File: src/rtl/mem_bus_arbiter.sv
// Purpose : arbitrates one synchronous memory port between an external loader and the CPU fetch/decode path.
// Latency : 1 cycle from an accepted loader beat or CPU request to the registered mem_we/mem_addr/mem_din.
// Backpressure: the loader is held off with ld_ready=0 outside LOAD; the CPU is held with cpu_stall=1 outside CPU.
//
// Ports:
//   clk, reset                      : single clock, asynchronous active-high reset
//   ld_req/ld_valid/ld_we/ld_addr/ld_wdata/ld_done : loader request, beat and release
//   ld_ready                        : loader beat accepted when high together with ld_valid
//   cpu_req/cpu_we/cpu_addr/cpu_wdata/cpu_boundary : CPU request and instruction-boundary hint
//   cpu_grant/cpu_stall             : CPU owns the bus / CPU must hold
//   mem_we/mem_addr/mem_din/mem_dout: registered memory port, 1-cycle synchronous read data
//   rdata                           : mem_dout forwarded to the current owner
//   state/beat_cnt/load_err         : FSM state, beats accepted since LOAD entry, sticky verify error
//
// Optional feature: define MEM_ARB_VERIFY_EN to read back and compare every loader write
// (LOAD -> VRD -> VCMP -> LOAD/IDLE). Without it VRD/VCMP are unreachable and load_err is 0.

module mem_bus_arbiter #(
    parameter int ADDR_WIDTH = 16,
    parameter int DATA_WIDTH = 8
) (
    input  logic                  clk,
    input  logic                  reset,

    input  logic                  ld_req,
    input  logic                  ld_valid,
    input  logic                  ld_we,
    input  logic [ADDR_WIDTH-1:0] ld_addr,
    input  logic [DATA_WIDTH-1:0] ld_wdata,
    input  logic                  ld_done,
    output logic                  ld_ready,

    input  logic                  cpu_req,
    input  logic                  cpu_we,
    input  logic [ADDR_WIDTH-1:0] cpu_addr,
    input  logic [DATA_WIDTH-1:0] cpu_wdata,
    input  logic                  cpu_boundary,
    output logic                  cpu_grant,
    output logic                  cpu_stall,

    output logic                  mem_we,
    output logic [ADDR_WIDTH-1:0] mem_addr,
    output logic [DATA_WIDTH-1:0] mem_din,
    input  logic [DATA_WIDTH-1:0] mem_dout,
    output logic [DATA_WIDTH-1:0] rdata,

    output logic [2:0]            state,
    output logic [ADDR_WIDTH-1:0] beat_cnt,
    output logic                  load_err
);

    typedef enum logic [2:0] {
        S_IDLE = 3'd0,
        S_LOAD = 3'd1,
        S_CPU  = 3'd2,
        S_VRD  = 3'd3,
        S_VCMP = 3'd4
    } state_t;

    state_t cur_state;
    state_t nxt_state;
    logic   beat_acc;
    logic   load_entry;

`ifdef MEM_ARB_VERIFY_EN
    logic                  vrd_hold;   // first VRD cycle: the write is still on the port
    logic                  done_seen;  // ld_done observed while a verify was in flight
    logic [DATA_WIDTH-1:0] vfy_data;   // data of the write being verified
    logic                  err_q;
    logic                  cmp_err;
`endif

    // The loader is only accepted in LOAD; during verify it is held off.
    assign ld_ready   = (cur_state == S_LOAD);
    assign beat_acc   = ld_ready & ld_valid;
    assign rdata      = mem_dout;
    assign state      = cur_state;
    assign load_entry = (nxt_state == S_LOAD) &&
                        ((cur_state == S_IDLE) || (cur_state == S_CPU));

`ifdef MEM_ARB_VERIFY_EN
    // Mismatch is reported during VCMP itself and then latched.
    assign cmp_err  = (cur_state == S_VCMP) && (mem_dout != vfy_data);
    assign load_err = err_q | cmp_err;
`else
    assign load_err = 1'b0;
`endif

    always_comb begin
        nxt_state = S_IDLE;
        case (cur_state)
            S_IDLE: begin
                // Loader wins a simultaneous request.
                if (ld_req)       nxt_state = S_LOAD;
                else if (cpu_req) nxt_state = S_CPU;
                else              nxt_state = S_IDLE;
            end
            S_LOAD: begin
`ifdef MEM_ARB_VERIFY_EN
                if (beat_acc && ld_we) nxt_state = S_VRD;
                else if (ld_done)      nxt_state = S_IDLE;
                else                   nxt_state = S_LOAD;
`else
                // A beat accepted alongside ld_done is still issued next cycle.
                if (ld_done) nxt_state = S_IDLE;
                else         nxt_state = S_LOAD;
`endif
            end
            S_CPU: begin
                // The loader only preempts the CPU at an instruction boundary.
                if (!cpu_req)                    nxt_state = S_IDLE;
                else if (ld_req && cpu_boundary) nxt_state = S_LOAD;
                else                             nxt_state = S_CPU;
            end
`ifdef MEM_ARB_VERIFY_EN
            S_VRD: begin
                nxt_state = vrd_hold ? S_VRD : S_VCMP;
            end
            S_VCMP: begin
                nxt_state = (done_seen || ld_done) ? S_IDLE : S_LOAD;
            end
`endif
            default: nxt_state = S_IDLE;
        endcase
    end

    always_ff @(posedge clk or posedge reset) begin
        if (reset) begin
            cur_state <= S_IDLE;
            cpu_grant <= 1'b0;
            cpu_stall <= 1'b1;
            mem_we    <= 1'b0;
            mem_addr  <= '0;
            mem_din   <= '0;
            beat_cnt  <= '0;
`ifdef MEM_ARB_VERIFY_EN
            vrd_hold  <= 1'b0;
            done_seen <= 1'b0;
            vfy_data  <= '0;
            err_q     <= 1'b0;
`endif
        end else begin
            cur_state <= nxt_state;
            cpu_grant <= (nxt_state == S_CPU);
            cpu_stall <= (nxt_state != S_CPU);
            mem_we    <= 1'b0;

            if (load_entry) begin
                beat_cnt <= '0;
`ifdef MEM_ARB_VERIFY_EN
                err_q    <= 1'b0;
`endif
            end

            case (cur_state)
                S_LOAD: begin
                    if (beat_acc) begin
                        mem_we   <= ld_we;
                        mem_addr <= ld_addr;
                        mem_din  <= ld_wdata;
                        beat_cnt <= beat_cnt + ADDR_WIDTH'(1);
`ifdef MEM_ARB_VERIFY_EN
                        if (ld_we) begin
                            vrd_hold  <= 1'b1;
                            done_seen <= ld_done;
                            vfy_data  <= ld_wdata;
                        end
`endif
                    end
                end
                S_CPU: begin
                    if (cpu_req) begin
                        mem_we   <= cpu_we;
                        mem_addr <= cpu_addr;
                        mem_din  <= cpu_wdata;
                    end
                end
`ifdef MEM_ARB_VERIFY_EN
                S_VRD: begin
                    // mem_addr still holds the written address; mem_we stays low for the read.
                    vrd_hold <= 1'b0;
                    if (ld_done) done_seen <= 1'b1;
                end
                S_VCMP: begin
                    if (cmp_err) err_q <= 1'b1;
                    done_seen <= 1'b0;
                end
`endif
                default: ;
            endcase
        end
    end

endmodule

File: config.mk
export PLATFORM = sky130hd
export DESIGN_NAME = mem_bus_arbiter
export DESIGN_NICKNAME = d
export VERILOG_FILES = /design/src/rtl/mem_bus_arbiter.sv
export SDC_FILE = /design/constraint.sdc
export NUM_CORES = 1
export LEC_CHECK = 0
export CAP_MARGIN = 30
export CORE_MARGIN = 3
export CORE_UTILIZATION = 30
export DETAILED_ROUTE_END_ITERATION = 8
export HOLD_SLACK_MARGIN = 0.02
export MAX_ROUTING_LAYER = met4
export PLACE_DENSITY = 0.71
export SLEW_MARGIN = 20
export SYNTH_ARGS = -nofsm -noshare
export SYNTH_HDL_FRONTEND = slang
export SYNTH_SLANG_ARGS = --single-unit
File: constraint.sdc
create_clock -name clk -period 1.6 [get_ports clk]
set_input_delay 0.24 -clock clk [delete_from_list [all_inputs] [get_ports clk]]
set_output_delay 0.24 -clock clk [all_outputs]
set_load 0.01 [all_outputs]
# == Word level (Yosys, flattened, before mapping) ==
# Cells that the tools add are included.
# op_classes
div,0
addsub,1
order_cmp,0
n_eq_ne,7
shifts,0
mux,18
mul,0
n_reduce_logical,6
bitwise,1
# op_table
op,count
two-way mux 16 bit,5
case mux 16 bit (2 select lines),1
"adder 16 x 1 -> 16 bit, second input constant",1
two-way mux 8 bit,2
case mux 8 bit (2 select lines),1
case mux 3 bit (3 select lines),1
two-way mux 2 bit,4
"equality test 3 x 1 -> 1 bit, second input constant",2
"equality test 3 x 2 -> 1 bit, second input constant",2
logical NOT 3 bit,1
two-way mux 1 bit,3
"!= test 3 x 2 -> 1 bit, second input constant",1
AND reduction 3 bit,1
logical AND 1 bit,2
"!= test 2 x 1 -> 1 bit, second input constant",1
"!= test 2 bit, second input constant",1
case mux 1 bit (2 select lines),1
nonzero test 2 bit,1
bitwise AND 1 bit,1
logical OR 1 bit,1
# word_totals
reg_bits,46
memories,0
rom_bits,0
ramBits,0
in_bits,65
out_inout_bits,56
latch_bits,0

# == Longest topological paths before layout ==
# Gate-level depths: netlist of the first run.
# logic_depth
ltp_word,9
depth_mapped,9
ltp_nobuf,7

# == Worst setup path before layout of the first run ==
# OpenSTA, ideal clock, no wires.
# synth_path
path_type,flip-flop to flip-flop
from,register cur_state[1] (netlist: state[1])
to,register beat_cnt[13]
slack_ns,-0.313
period_less_slack_ns,1.913
t_arrival_ns,1.836
setup_time_ns,0.077
stages_incl_launch_ff,8
cell_sequence,dfrtp_1 > inv_1 > ha_1 > nand4_2 > or3_1 > buf_2 > or3_1 > a21oi_1
# synth_via
elab_chain_cells,7
word_cells_on_any_way,11
cone_classes,eq/ne (3); mux (4); bitwise (1); reduce/logical (3)
# synth_rtl
item,line_no,source
"start, declared",60,state_t cur_state;
"start signal, assigned",143,cur_state <= nxt_state;
equality test 3 x 1 -> 1 bit *,74,assign ld_ready = (cur_state == S_LOAD);
via ld_ready,31,"output logic ld_ready,"
case mux 3 bit (3 select lines),91,case (cur_state)
equality test 3 x 1 -> 1 bit,78,assign load_entry = (nxt_state == S_LOAD) &&
logical AND 1 bit,78,
two-way mux 16 bit,148,if (load_entry) begin
two-way mux 16 bit,157,if (beat_acc) begin
two-way mux 16 bit *,155,case (cur_state)
"end signal, assigned",161,beat_cnt <= beat_cnt + ADDR_WIDTH'(1);
"end, declared",48,"output logic [ADDR_WIDTH-1:0] beat_cnt,"
# Mark *: on every way through the listed nets, which the timed path passes. The rest lies on a longest branch.
# A chain may end at the register's enable or synchronous reset.

# == Final worst setup path of the first run ==
# layout_path
from,register cur_state[0] (netlist: state[0])
to,register beat_cnt[5]
# layout_via
elab_chain_cells,7
word_cells_on_any_way,11
cone_classes,eq/ne (3); mux (4); bitwise (1); reduce/logical (3)
# layout_rtl
item,line_no,source
"equality test 3 x 2 -> 1 bit, or another cell as far along",91,
case mux 3 bit (3 select lines) *,91,
via nxt_state[0],61,state_t nxt_state;
equality test 3 x 1 -> 1 bit *,78,
logical AND 1 bit *,78,
two-way mux 16 bit *,148,
two-way mux 16 bit,157,
two-way mux 16 bit *,155,
# Marks and branches as above.

==> summary.txt, run 1 <==
Place
  • Hpwl dp: 4.50 mm
  • Area of placed instances: 3460 sq um
  • Post-Place Cells: approximately 420
  • I/O Buffers: 102
  • Routability Congestion: about 0.8
  • Worst slack at placement: -0.283 ns

Global routing
  • Vias in the first global route: 2046
  • Total Routing Usage GR: 14.6%
  • Initial antenna violation count: 0
  • Largest net degree at the start of global routing: 49
  • First-pass GRT wire length: 9.87 mm
  • Total global routing overflow: 0

Setup path
  • CP Capture Type: register
  • R2R Setup Slk: -0.05 ns
  • Crit Path Class: reg2reg
  • Worst Setup Start Kind: register
  • Critical path arrival: 1.82 ns
  • WP data required: 1.78 ns
  • Worst path cell trace: inv_2, ha_4, nand4_1, a31oi_4, and3_4, nor2_1, mux2_4
  • Path depth of the worst reg2reg path: 7
  • Reg2reg start: state[0]
  • Crit path max fanout: 4
  • Slowest cell on crit path: dfrtp_2
  • Largest stage delay, worst path: 0.43 ns
  • End of the worst register-to-register path: beat_cnt[5]

Detailed routing
  • Vias: 2048
  • Vias per inst: 4.63
  • Met2 routed WL: around 3 mm
  • Final routed DRC violation total: 0
  • Initial DRC count: 33
  • Drt pass-1 iters: 4
  • Final antenna-violating net count: 0
  • Top routing layer in use: met4
  • Post-Route WL: 6.37 mm
  • WL met3: 529 microns
  • Wire length per cell: 14.4 microns
  • Post-Route M1 WL: 2.75 mm

CTS
  • TritonCTS clock tree: done
  • Clk buf depth: 2
  • Worst-Skew Late Latency: 0.29 ns
  • TritonCTS Buffers: 5
  • Clock slew at reported path FFs: ~0.080 ns
  • Hold Buf Count CTS: 0
  • CTS Sinks: 45
  • H-tree depth: 2
  • Clk root buf: clkbuf_8

Timing
  • Final hold vios: 0
  • Final setup vio count: 4
  • Max Fclk: 0.607 GHz
  • Max-slew violations: 0
  • Final WS setup: -0.0465 ns
  • Final Cycle Share: 103%
  • Clock skew: 0.00754 ns
  • Min Hold Slack: 0.240 ns
  • RSZ-0062 raised after global routing: yes
  • Crit path time final: roughly 1.6 ns

Yosys
  • Yosys top cell area share: 49.9%
  • Ranking of synthesized cells by area: dfrtp_1, mux2i_1, o21ai_0
  • Synth area leader: dfrtp_1
  • Synth Area in Compound Gates: between 10% and 20%
  • Post-synthesis xor/xnor area fraction: between 1 and 1.5%
  • Synth Instances: 224
  • Sequential area share after synthesis: between 50% and 60%
  • Main combinational cell family by area after synthesis: simple AND/OR/NAND/NOR gates
  • Synthesis Warnings: 0
  • Synthesized area: 2210 sq um
  • Distinct cells, synth: 35
  • Post-synthesis adder-cell area fraction: under 10%
  • Synthesized flop and latch total: 45
  • Mux cell area share after synthesis: between 10 and 15%
  • Post-Synth Simple-Gate Area: 15.6%
  • Avg Synthesized Cell Area: approximately 9.9 sq um

Pwr
  • Leak Pwr: about 1.6 nW
  • P_sw: 2.01 mW
  • Power, Total: 5.77 mW
  • Max VDD drop: between 0.5 and 0.6 mV
  • Comb power frac: 56.8%
  • Switching share of power: a little over a third
  • Sequential cell fraction of total power: around 30%
  • Int Power: roughly 3.8 mW
  • Clock share of power: 13.1%
  • P per Cell Area: 1520 nW/um^2

Layout
  • Layout cells sized above 1: between 15 and 20%
  • Commonest non-fill, non-tap cell in the layout: clkdlybuf4s50_1
  • Antenna cells: 0
  • Final Instance Area: 3800 sq um
  • Area Growth Syn to Fin: 72.2%
  • Final nets: 415
  • Most frequent cells in the layout: clkdlybuf4s50_1, dfrtp_1, nand2_1
  • Final non-filler cell total: 442

Min path
  • Worst min-delay path class: in2async

Die
  • IO Count: 121
  • Starting Density: 31.6%
  • DIE AREA: 8430 sq um
  • Core box area: roughly 7000 sq um
  • DIE HEIGHT: 91.8 microns
  • Rows: 30
  • Die Width: 91.8 microns

Run
  • Number of max-cap violations: 0

Status
  • Status: finished, violations left
  • Failing checks: negative setup slack
==> power groups by stage <==
stage	Sequential (mW)	Clock (mW)	Combinational, mW
floorplan	1.93	0	1.05
global placement	1.75	0	2.51
detailed placement	1.76	0	2.56
CTS	1.73	0.792	2.61
global route	1.79	0.835	3.52
finish	1.74	0.758	3.27
==> cell type report <==
cell class              instances  area, sq um
fillers                       620         3180
multi-input cells             153         1040
clock buffers                   7         96.3
well taps                      96          120
clock inverters                 1         5.00
flip-flops and latches         45         1130
repair buffers                134         1390
inverters                       6         22.5
==> synthesized netlist by cell type, drive strengths merged <==
| master | count |
|---|---|
| a21boi | 1 |
| a21oi | 2 |
| a31oi | 1 |
| a32oi | 1 |
| and2 | 2 |
| and3 | 3 |
| buf | 15 |
| clkbuf | 6 |
| conb | 1 |
| dfrtp | 44 |
| dfstp | 1 |
| ha | 5 |
| inv | 6 |
| mux2 | 1 |
| mux2i | 24 |
| nand2 | 35 |
| nand2b | 2 |
| nand3 | 12 |
| nand4 | 6 |
| nor2 | 9 |
| nor2b | 2 |
| nor3 | 1 |
| o211ai | 2 |
| o21ai | 34 |
| o221ai | 1 |
| o31ai | 2 |
| or3 | 2 |
| xnor2 | 1 |
| xor2 | 2 |
==> sequential cells by signal, summed over array words and instances, names as in the netlist <==
register,count
beat_cnt,16
cpu_grant,1
cpu_stall,1
mem_addr,16
mem_din,8
mem_we,1
state,2
==> worst max path at each step <==
stage,startpoint,end,slack (ns),depth (start not counted)
2_1_floorplan,state[0],beat_cnt[5],-0.19,9
3_3_place_gp,ld_req,beat_cnt[5],-0.21,6
3_5_place_dp,ld_req,beat_cnt[5],-0.28,6
4_1_cts,state[1],beat_cnt[5],-0.06,7
5_1_grt,state[1],beat_cnt[13],-0.15,6
6_report,state[0],beat_cnt[5],-0.05,7
==> worst max-delay path, delay by kind of cell, from the launching register on <==
kind / cells / cell delay (ns)
fa+ha+maj: 1 / 0.15
flops: 1 / 0.43
buf+inv: 1 / 0.08
simple gates: 3 / 0.40
compound gates: 1 / 0.22
mux: 1 / 0.25
==> metal layers <==
layer,global-route usage [%],vias up
met1,18.7,948
met2,22.9,85
li1,-,1006
met3,4.35,9
met5,-,-
met4,3.47,0
==> kinds of logic (layout without fill, tap and decap cells) <==
logic type,count (synthesis),in the layout
AO/OA/AOI/OAI,44,44
XOR/XNOR,3,3
adder cells (fa/ha/maj),5,5
buffers and inverters,27,148
flip-flops,45,45
multiplexers,25,25
other,1,2
AND/OR/NAND/NOR,74,74
==> timing repair <==
action / 4_1_cts / 5_1_grt
resized for setup: 11 / 26
setup buffers: 1 / 4
gates cloned: 0 / 6
pin swaps: 6 / 3
endpoints found under the setup margin: 19 / 38
==> metrics by stage <==
stage	TNS, ns	util, %
floorplan	-1.18	-
global placement	-2.22	49.6
detailed placement	-3.48	49.6
CTS	-0.193	51.6
global route	-1.51	54.5
finish	-0.142	54.5
Power figures use the tool's default switching activity.
==> inputs of run 2 (changes only) <==
--- a/config.mk
+++ b/config.mk
@@ -8,6 +8,7 @@
 export CAP_MARGIN = 30
 export CORE_MARGIN = 3
 export CORE_UTILIZATION = 30
+export CTS_BUF_LIST = sky130_fd_sc_hd__clkbuf_2
 export DETAILED_ROUTE_END_ITERATION = 8
 export HOLD_SLACK_MARGIN = 0.02
 export MAX_ROUTING_LAYER = met4
==> run 2 against run 1 <==
  * The run still ends with negative setup slack left
  * Critical endpoint unchanged
  * Utilization is 3.4 points higher
  * Critical path depth is 1 higher
  * Via count is 7.3% higher
  * First-iteration DRC count increased by 76%
  * Routed wire length grew 15%
  * Cell count increased by 5.9%
  * Hold slack got worse by 0.15 ns
  * Largest power group unchanged
  * Setup slack worse by 0.16 ns
  * Clock power down 41%
  * Non-clock buffer count is 26 higher
  * Sequential share of layout area is 1.8 points lower
  * Register-to-register slack lost 0.16 ns
  * Largest cell class unchanged
==> summary.txt, run 2 (synthesis gave the netlist of run 1 again) <==
Place
  • I/O Buffers: 102 (unchanged)
  • Hpwl dp: 4.50 mm (unchanged)
  • Post-Place Cells: 423 (unchanged)
  • Routability Congestion: 0.794 (unchanged)
  • Area of placed instances: 3460 sq um (unchanged)

Setup path
  • Crit Path Class: reg2reg
  • Critical path arrival: 2.11 ns (+0.29 ns)
  • Path depth of the worst reg2reg path: 8 (+1)
  • R2R Setup Slk: -0.21 ns (-0.16 ns)
  • End of the worst register-to-register path: beat_cnt[5]
  • Crit path max fanout: 4 (unchanged)
  • WP data required: 1.90 ns (+0.12 ns)
  • CP Capture Type: register
  • Worst Setup Start Kind: register
  • Reg2reg start: state[0]

Detailed routing
  • Final routed DRC violation total: 0 (unchanged)
  • Final antenna-violating net count: 0 (unchanged)
  • Drt pass-1 iters: 4 (unchanged)
  • Vias per inst: 4.70 (+1.4%)
  • Wire length per cell: 15.6 microns (+8.2%)
  • Post-Route WL: 7.30 mm (+15%)
  • Vias: 2198 (+7.3%)
  • Initial DRC count: 58 (+76%)

Timing
  • Max-slew violations: 0 (unchanged)
  • RSZ-0062 raised after global routing: yes
  • Final setup vio count: 42 (+38)
  • Final WS setup: -0.210 ns (-0.163 ns)
  • Max Fclk: 0.553 GHz (-9.0%)
  • Min Hold Slack: 0.0944 ns (-0.146 ns)
  • Final Cycle Share: 113% (+10 points)
  • Final hold vios: 0 (unchanged)
  • Clock skew: 0.0286 ns (+0.0210 ns)
  • Crit path time final: 1.81 ns (+0.163 ns)
  • Setup TNS: -3.68 ns (-3.54 ns)

Die
  • Core box area: 6980 sq um (unchanged)
  • Die Width: 91.8 microns (unchanged)
  • Starting Density: 31.6% (unchanged)
  • Rows: 30 (unchanged)
  • IO Count: 121 (unchanged)
  • DIE AREA: 8430 sq um (unchanged)
  • DIE HEIGHT: 91.8 microns (unchanged)

Status
  • Status: finished, violations left
  • Failing checks: negative setup slack

Layout
  • Final nets: 441 (+6.3%)
  • Area Growth Syn to Fin: 83.0%
  • Final Instance Area: 4040 sq um (+6.3%)
  • Antenna cells: 0 (unchanged)
  • Finished Core Util: 57.9% (+3.4 points)
  • Commonest non-fill, non-tap cell in the layout: clkdlybuf4s50_1
  • Final non-filler cell total: 468 (+5.9%)
  • Largest regs: beat_cnt (16), mem_addr (16), mem_din (8)
  • Layout cells sized above 1: 28.8% (+9.4 points)
  • Most frequent cells in the layout: clkdlybuf4s50_1, dfrtp_1, buf_4

Run
  • Number of max-cap violations: 0 (unchanged)

Global routing
  • First-pass GRT wire length: 10.5 mm (+6.1%)
  • Largest net degree at the start of global routing: 49 (unchanged)
  • Vias in the first global route: 2179 (+6.5%)
  • Initial antenna violation count: 0 (unchanged)
  • Total Routing Usage GR: 15.7% (+1.0 points)
  • Total global routing overflow: 0 (unchanged)

Pwr
  • Sequential cell fraction of total power: 28.9% (-1.2 points)
  • Max VDD drop: 0.584 mV (+8.9%)
  • Clock share of power: 7.7% (-5.4 points)
  • Int Power: 3.66 mW (-2.4%)
  • Comb power frac: 63.5% (+6.7 points)
  • Leak Pwr: 2.01 nW (+23%)
  • P_sw: 2.19 mW (+9.0%)
  • Switching share of power: 37.5% (+2.6 points)
  • P per Cell Area: 1450 nW/um^2 (-4.4%)

CTS
  • Clk root buf: clkbuf_2
  • Worst-Skew Late Latency: 0.39 ns (+0.10 ns)
  • TritonCTS Buffers: 5 (unchanged)
  • Clock slew at reported path FFs: 0.24 ns (+0.16 ns)
  • H-tree depth: 2 (unchanged)
  • TritonCTS clock tree: done
  • CTS Sinks: 45 (unchanged)
  • Clk buf depth: 2 (unchanged)

Min path
  • Worst min-delay path class: in2async
## run 2: area by class of cell
cell class / count / area, sq um
Multi-Input combinational cell: 153 / 1110
Timing Repair Buffer: 160 / 1620
Clock inverter: 3 / 12.5
Fill cell: 583 / 2940
Sequential cell: 45 / 1130
Clock buffer: 5 / 25.0
Inverter: 6 / 27.5
Tap cell: 96 / 120
## run 2: power groups by stage
stage                     Combinational (mW)  Sequential (mW)  Clock, mW
after floorplan                         1.05             1.93          0
after global placement                  2.51             1.75          0
after detailed placement                2.56             1.76          0
after CTS                               2.66             1.69      0.478
after global routing                    3.99             1.74      0.520
final                                   3.72             1.69      0.449
## run 2: metrics by stage
| step | setup WS [ns] | power [mW] |
|---|---|---|
| after floorplan | -0.186 | 2.97 |
| after global placement | -0.210 | 4.25 |
| after detailed placement | -0.283 | 4.32 |
| after CTS | -0.160 | 4.83 |
| after global routing | -0.272 | 6.25 |
| final | -0.210 | 5.86 |
## run 2: how the worst max path moves through the flow
| stage | start | to | slack, ns | cells after the start |
|---|---|---|---|---|
| after floorplan | state[0] | beat_cnt[5] | -0.19 | 9 |
| after global placement | ld_req | beat_cnt[5] | -0.21 | 6 |
| after detailed placement | ld_req | beat_cnt[5] | -0.28 | 6 |
| after CTS | state[0] | beat_cnt[5] | -0.16 | 8 |
| after global routing | state[0] | beat_cnt[5] | -0.27 | 8 |
| final | state[0] | beat_cnt[5] | -0.21 | 8 |
## run 2: timing repair
item / in CTS / in global routing
endpoints found under the setup margin: 50 / 60
gates resized for setup: 59 / 67
setup buffers: 21 / 8
pin swaps: 6 / 12
gates cloned: 0 / 8
hold buffers: 0 / 0
## run 2: worst max-delay path, stage by stage, from the launching register on
cell and delay [ns]:
dfrtp_2 0.47, buf_6 0.13, inv_4 0.05, ha_4 0.13, nand4_1 0.16, a31oi_4 0.24, and3_4 0.22, nor2_1 0.05
mux2_4 0.26
## run 2: layer usage
metal | part of all wire (%) | routed length, microns | vias to the layer above | track usage (%)
met5 | 0 | 0 | - | -
met4 | 0.77 | 56 | 0 | 3.96
met3 | 7.4 | 540 | 9 | 4.35
met2 | 50 | 3650 | 89 | 25.3
met1 | 42 | 3050 | 1041 | 19.6
li1 | - | - | 1059 | -
==> patch 1: new RTL, config.mk and constraints of run 1 <==
The parameter `ADDR_WIDTH` goes from 16 to 15.
--- a/src/rtl/mem_bus_arbiter.sv
+++ b/src/rtl/mem_bus_arbiter.sv
@@ -16,7 +16,7 @@
 // (LOAD -> VRD -> VCMP -> LOAD/IDLE). Without it VRD/VCMP are unreachable and load_err is 0.
 
 module mem_bus_arbiter #(
-    parameter int ADDR_WIDTH = 16,
+    parameter int ADDR_WIDTH = 15,
     parameter int DATA_WIDTH = 8
 ) (
     input  logic                  clk,
Ports: changed (resized beat_cnt, cpu_addr, ld_addr and mem_addr); port bits go from 121 to 117. No check against the original RTL was run, so the function may have changed too.
==> patch 1 against run 1 <==
- sequential cell count decreased by 2
- sequential power decreased by 5%
- routed wire length increased by 13%
- critical endpoint is now beat_cnt[13]$_DFF_PP0_
- worst hold slack got worse by 0.0054 ns
- design area increased by 3.2%
- the flow still finishes with violations (negative setup slack)
- die area increased by 3.0%
- worst setup slack got worse by 0.17 ns
- synthesized area increased by 3.2%
- maximum frequency decreased by 9.4%
- critical path type unchanged
- power increased by 5.0%
- cell count increased by 4.5%
- largest cell class unchanged
==> patch 1: results (changes against run 1) <==
* Cells on worst reg2reg path at 6 (-1)
* Finished Layout Cells at 462 (+4.5%)
* Total Nets Final at 430 (+3.6%)
* Post-synthesis sequential area ratio at 0.4726 (-0.03792)
* Leak at 0.001751 uW (+7.5%)
* Biggest regs: beat_cnt x15, mem_addr x15, mem_din x8
* Worst Path Max Fanout at 7 (+3)
* Synth unique cells at 39 (+11%)
* Worst VDD drop at 0.5619 mV (+4.7%)
* Routed via count at 2291 (+12%)
* DP HPWL at 4.806 mm (+6.8%)
* Status: finished with violations
* Violated checks: negative setup slack
* Final setup margin at -0.2176 ns (-0.1711 ns)
* Avg Inst Size Synth at 9.784 um^2 (-0.76%)
* Share of cells above drive strength 1 at 0.2121 (+0.01848)
* Setup_tns at -2.364 ns (-2.222 ns)
* Vias in the first global route at 2169 (+6.0%)
* Endpoints failing setup at 22 (+18)
* Largest net degree at the start of global routing at 47 (-4.1%)
* Cell Area, Placed at 0.003537 mm^2 (+2.1%)
* DP Cell Count at 442 (+4.5%)
* WP data arrival at 2.00 ns (+0.18 ns)
* Top cells by area, synth: dfrtp_1 46%, mux2i_1 11%, nand2_1 6.1%
* Total wire length at 7.208 mm (+13%)
* First-pass GRT wire length at 10.45 mm (+5.9%)
* Worst Skew at 0.006189 ns (-0.001346 ns)
* GRT Overall Usage at 0.1528 (+0.006510)
* Most frequent cells after synthesis: 42 x dfrtp_1, 37 x nand2_1, 25 x o21ai_0
* Initial DRC count at 60 (+82%)
* FF-to-FF End: beat_cnt[13]$_DFF_PP0_
* Number of buffers added on ports at 98 (-3.9%)
[patch 1: report_power, final]
| part | internal [uW] | switching [uW] | leakage [uW] |
|---|---|---|---|
| logic | 2070 | 1650 | 0.00116 |
| registers | 1460 | 191 | 0.000545 |
| clock network | 305 | 377 | 0.0000412 |
| total | 3840 | 2210 | 0.00175 |
[patch 1: layer usage]
metal | vias up | routed length, um | track usage | share of wire
li1 | 1093 | - | - | -
met1 | 1110 | 2805 | 0.1807 | 0.39
met2 | 81 | 3757 | 0.2585 | 0.52
met3 | 7 | 561 | 0.04425 | 0.078
met4 | 0 | 84 | 0.03541 | 0.012
met5 | - | 0 | - | 0
[patch 1: worst max-delay path: stages (launching register included)]
cell,delay (ns)
dfrtp_1,0.41
inv_2,0.13
ha_4,0.16
nand4_1,0.13
a311o_1,0.32
or2_4,0.28
a311o_1,0.27
[patch 1: repair_timing]
| action | CTS | global route |
|---|---|---|
| hold endpoints to repair | 0 | 0 |
| setup buffers | 4 | 1 |
| gates resized for setup | 23 | 36 |
| setup endpoints to repair | 44 | 54 |
| pin swaps | 9 | 0 |
| cloned | 0 | 7 |
[patch 1: layout make-up]
cell class	instances	area, um^2
clock inverters	2	12.51
inverters	7	26.28
well taps	99	123.9
multi-input cells	162	1127
repair buffers	143	1476
flip-flops and latches	43	1085
fillers	656	3407
clock buffers	6	72.57
[patch 1: per-stage QoR]
stage / hold WS, ns / setup slack, ns
after floorplan: 0.4020 / -0.3114
after global placement: 0.4640 / -0.3512
after detailed placement: 0.4707 / -0.3885
after CTS: 0.2381 / -0.1668
after global routing: 0.2563 / -0.2791
final: 0.2349 / -0.2176
[patch 1: kinds of logic after synthesis]
| family | Yosys count | share of synthesized area |
|---|---|---|
| and+or+nand+nor | 81 | 0.1745 |
| other | 1 | 0.001645 |
| muxes | 24 | 0.1054 |
| buffers and inverters | 29 | 0.07080 |
| DFF | 43 | 0.4726 |
| AOI/OAI and AO/OA | 50 | 0.1476 |
| adders and majority gates | 5 | 0.02744 |
[patch 1: worst max path at each step]
stage                            start                endpoint  slack [ns]  cells past startpoint
CTS                 state[0]$_DFF_PP0_   beat_cnt[6]$_DFF_PP0_       -0.17                      6
global placement                ld_req  beat_cnt[13]$_DFF_PP0_       -0.35                      5
global route        state[0]$_DFF_PP0_   beat_cnt[9]$_DFF_PP0_       -0.28                      6
detailed placement              ld_req   beat_cnt[4]$_DFF_PP0_       -0.39                      5
finish              state[0]$_DFF_PP0_  beat_cnt[13]$_DFF_PP0_       -0.22                      6
floorplan           state[0]$_DFF_PP0_  beat_cnt[11]$_DFF_PP0_       -0.31                      8
==> patch 2: new RTL, flow settings as in run 1 <==
Without the edit above. Reset style: synchronous (`reset`), changed in one clocked block. Comments in the files are not updated.
--- a/src/rtl/mem_bus_arbiter.sv
+++ b/src/rtl/mem_bus_arbiter.sv
@@ -124,7 +124,7 @@
         endcase
     end
 
-    always_ff @(posedge clk or posedge reset) begin
+    always_ff @(posedge clk) begin
         if (reset) begin
             cur_state <= S_IDLE;
             cpu_grant <= 1'b0;
Formal check against the unedited RTL: differs if reset is asserted again (counterexample within 4 cycles, from zero or initial values and one cycle with reset high); with reset held inactive, the same outputs for 10 cycles.
==> patch 2 against run 1 <==
- the run still ends with negative setup slack left
- core utilization is 7.2 points higher
- clock skew is 0.0025 ns lower
- critical path depth is 2 higher
- design area is 14% higher
- die area is 1.4% higher
- synthesized area is 1.5% higher
- routed wire length is 17% higher
- worst setup slack worse by 0.087 ns
- maximum frequency is 5.0% lower
- sequential cell count stayed put
Power is not compared: it rests on default switching activity, and its combinational part moved more than twofold at a synthesized area within 25%.
==> patch 2: results (changes against run 1) <==
* Status: finished with violations
* Violated checks: negative setup slack
* Top cells by area, synth: dfxtp_1 40%, mux2i_1 11%, a211oi_1 8.0%
* Setup WS pre-CTS at -0.2829 ns (-0.0002700 ns)
* Seq/total area at 0.2137 (-0.08428)
* Footprint of the multi-input gates at 0.001508 mm^2 (+46%)
* Met3 global-route usage at 0.05443 (+0.01095)
* Setup_tns at -0.8755 ns (-0.7331 ns)
* Synth Area in Compound Gates at 0.1625 (+0.05313)
* Largest net degree at the start of global routing at 27 (-45%)
* Gp weighted congestion at 0.8191 (+3.1%)
* GRT Overall Usage at 0.1629 (+0.01661)
* Post-synthesis sequential area ratio at 0.4020 (-0.1085)
* First-pass GRT wire length at 10.92 mm (+11%)
* Predominant post-synthesis flop cell: dfxtp_1
* Worst Path Max Fanout at 8 (+4)
* Initial DRC count at 44 (+33%)
* Hold Startpoint: mem_dout[3]
* Asr flop ratio synth at 0 (-1.000)
* Endpoints failing setup at 25 (+21)
* Invs w/o clock at 7 (+1)
* Clock network area share at 0.02397 (-0.002670)
* Hold WS at 0.4800 ns (+0.2397 ns)
* Share of cells above drive strength 1 at 0.3558 (+0.1622)
* RR Startpoint: state[0]$_SDFF_PP0_
* Met1 Use GR at 0.1862 (-0.0009802)
* Hold WC Path Type: primary input to output port
* Wire length per cell at 15.52 um (+7.6%)
* Grt met2 use at 0.2634 (+0.03399)
* Crit path capture: beat_cnt[7]$_SDFF_PP0_
* Post-CTS sizing at 39 (+28)
* Synth Area in XOR/XNOR at 0.01563 (+0.003736)
* Total Nets Final at 455 (+9.6%)
* Post-Synth Adder-Cell Area at 0.02792 (-0.0004112)
* # fillers at 588 (-5.2%)
* DP HPWL at 4.756 mm (+5.7%)
* Non-clk buf share at 0.3793 (+0.01380)
* Avg Vias per Cell at 4.929 (+6.4%)
* Mux contribution to synthesized area at 0.1072 (-0.006678)
* Multi-input gate count at 170 (+11%)
* Final setup margin at -0.1339 ns (-0.08739 ns)
* # Post-CTS Setup Buffers at 4 (+3)
* Cells on worst reg2reg path at 9 (+2)
* Vias in the first global route at 2294 (+12%)
* Synth unique cells at 45 (+29%)
* Nonclk buf count at 156 (+16%)
[patch 2: routing by layer]
layer  part of all wire  vias up
li1                   -     1145
met1               0.40     1125
met2               0.51       89
met3              0.080       12
met4              0.018        0
met5                  0        -
[patch 2: through the flow]
stage | total power (uW) | instance area, um^2 | std cells
2_1_floorplan | 1609 | 2291 | 249
4_1_cts | 2973 | 3924 | 471
5_1_grt | 3301 | 4332 | 481
3_5_place_dp | 2028 | 3603 | 458
3_3_place_gp | 2013 | 3603 | 458
6_report | 3130 | 4332 | 481
[patch 2: worst max-delay path, cell delays in order (launching register included)]
cell	delay (ns)
dfxtp_4	0.38
inv_4	0.06
ha_4	0.15
nand4_1	0.16
a31oi_4	0.27
buf_6	0.13
a31oi_4	0.08
buf_6	0.16
o21ai_2	0.16
a21oi_2	0.08
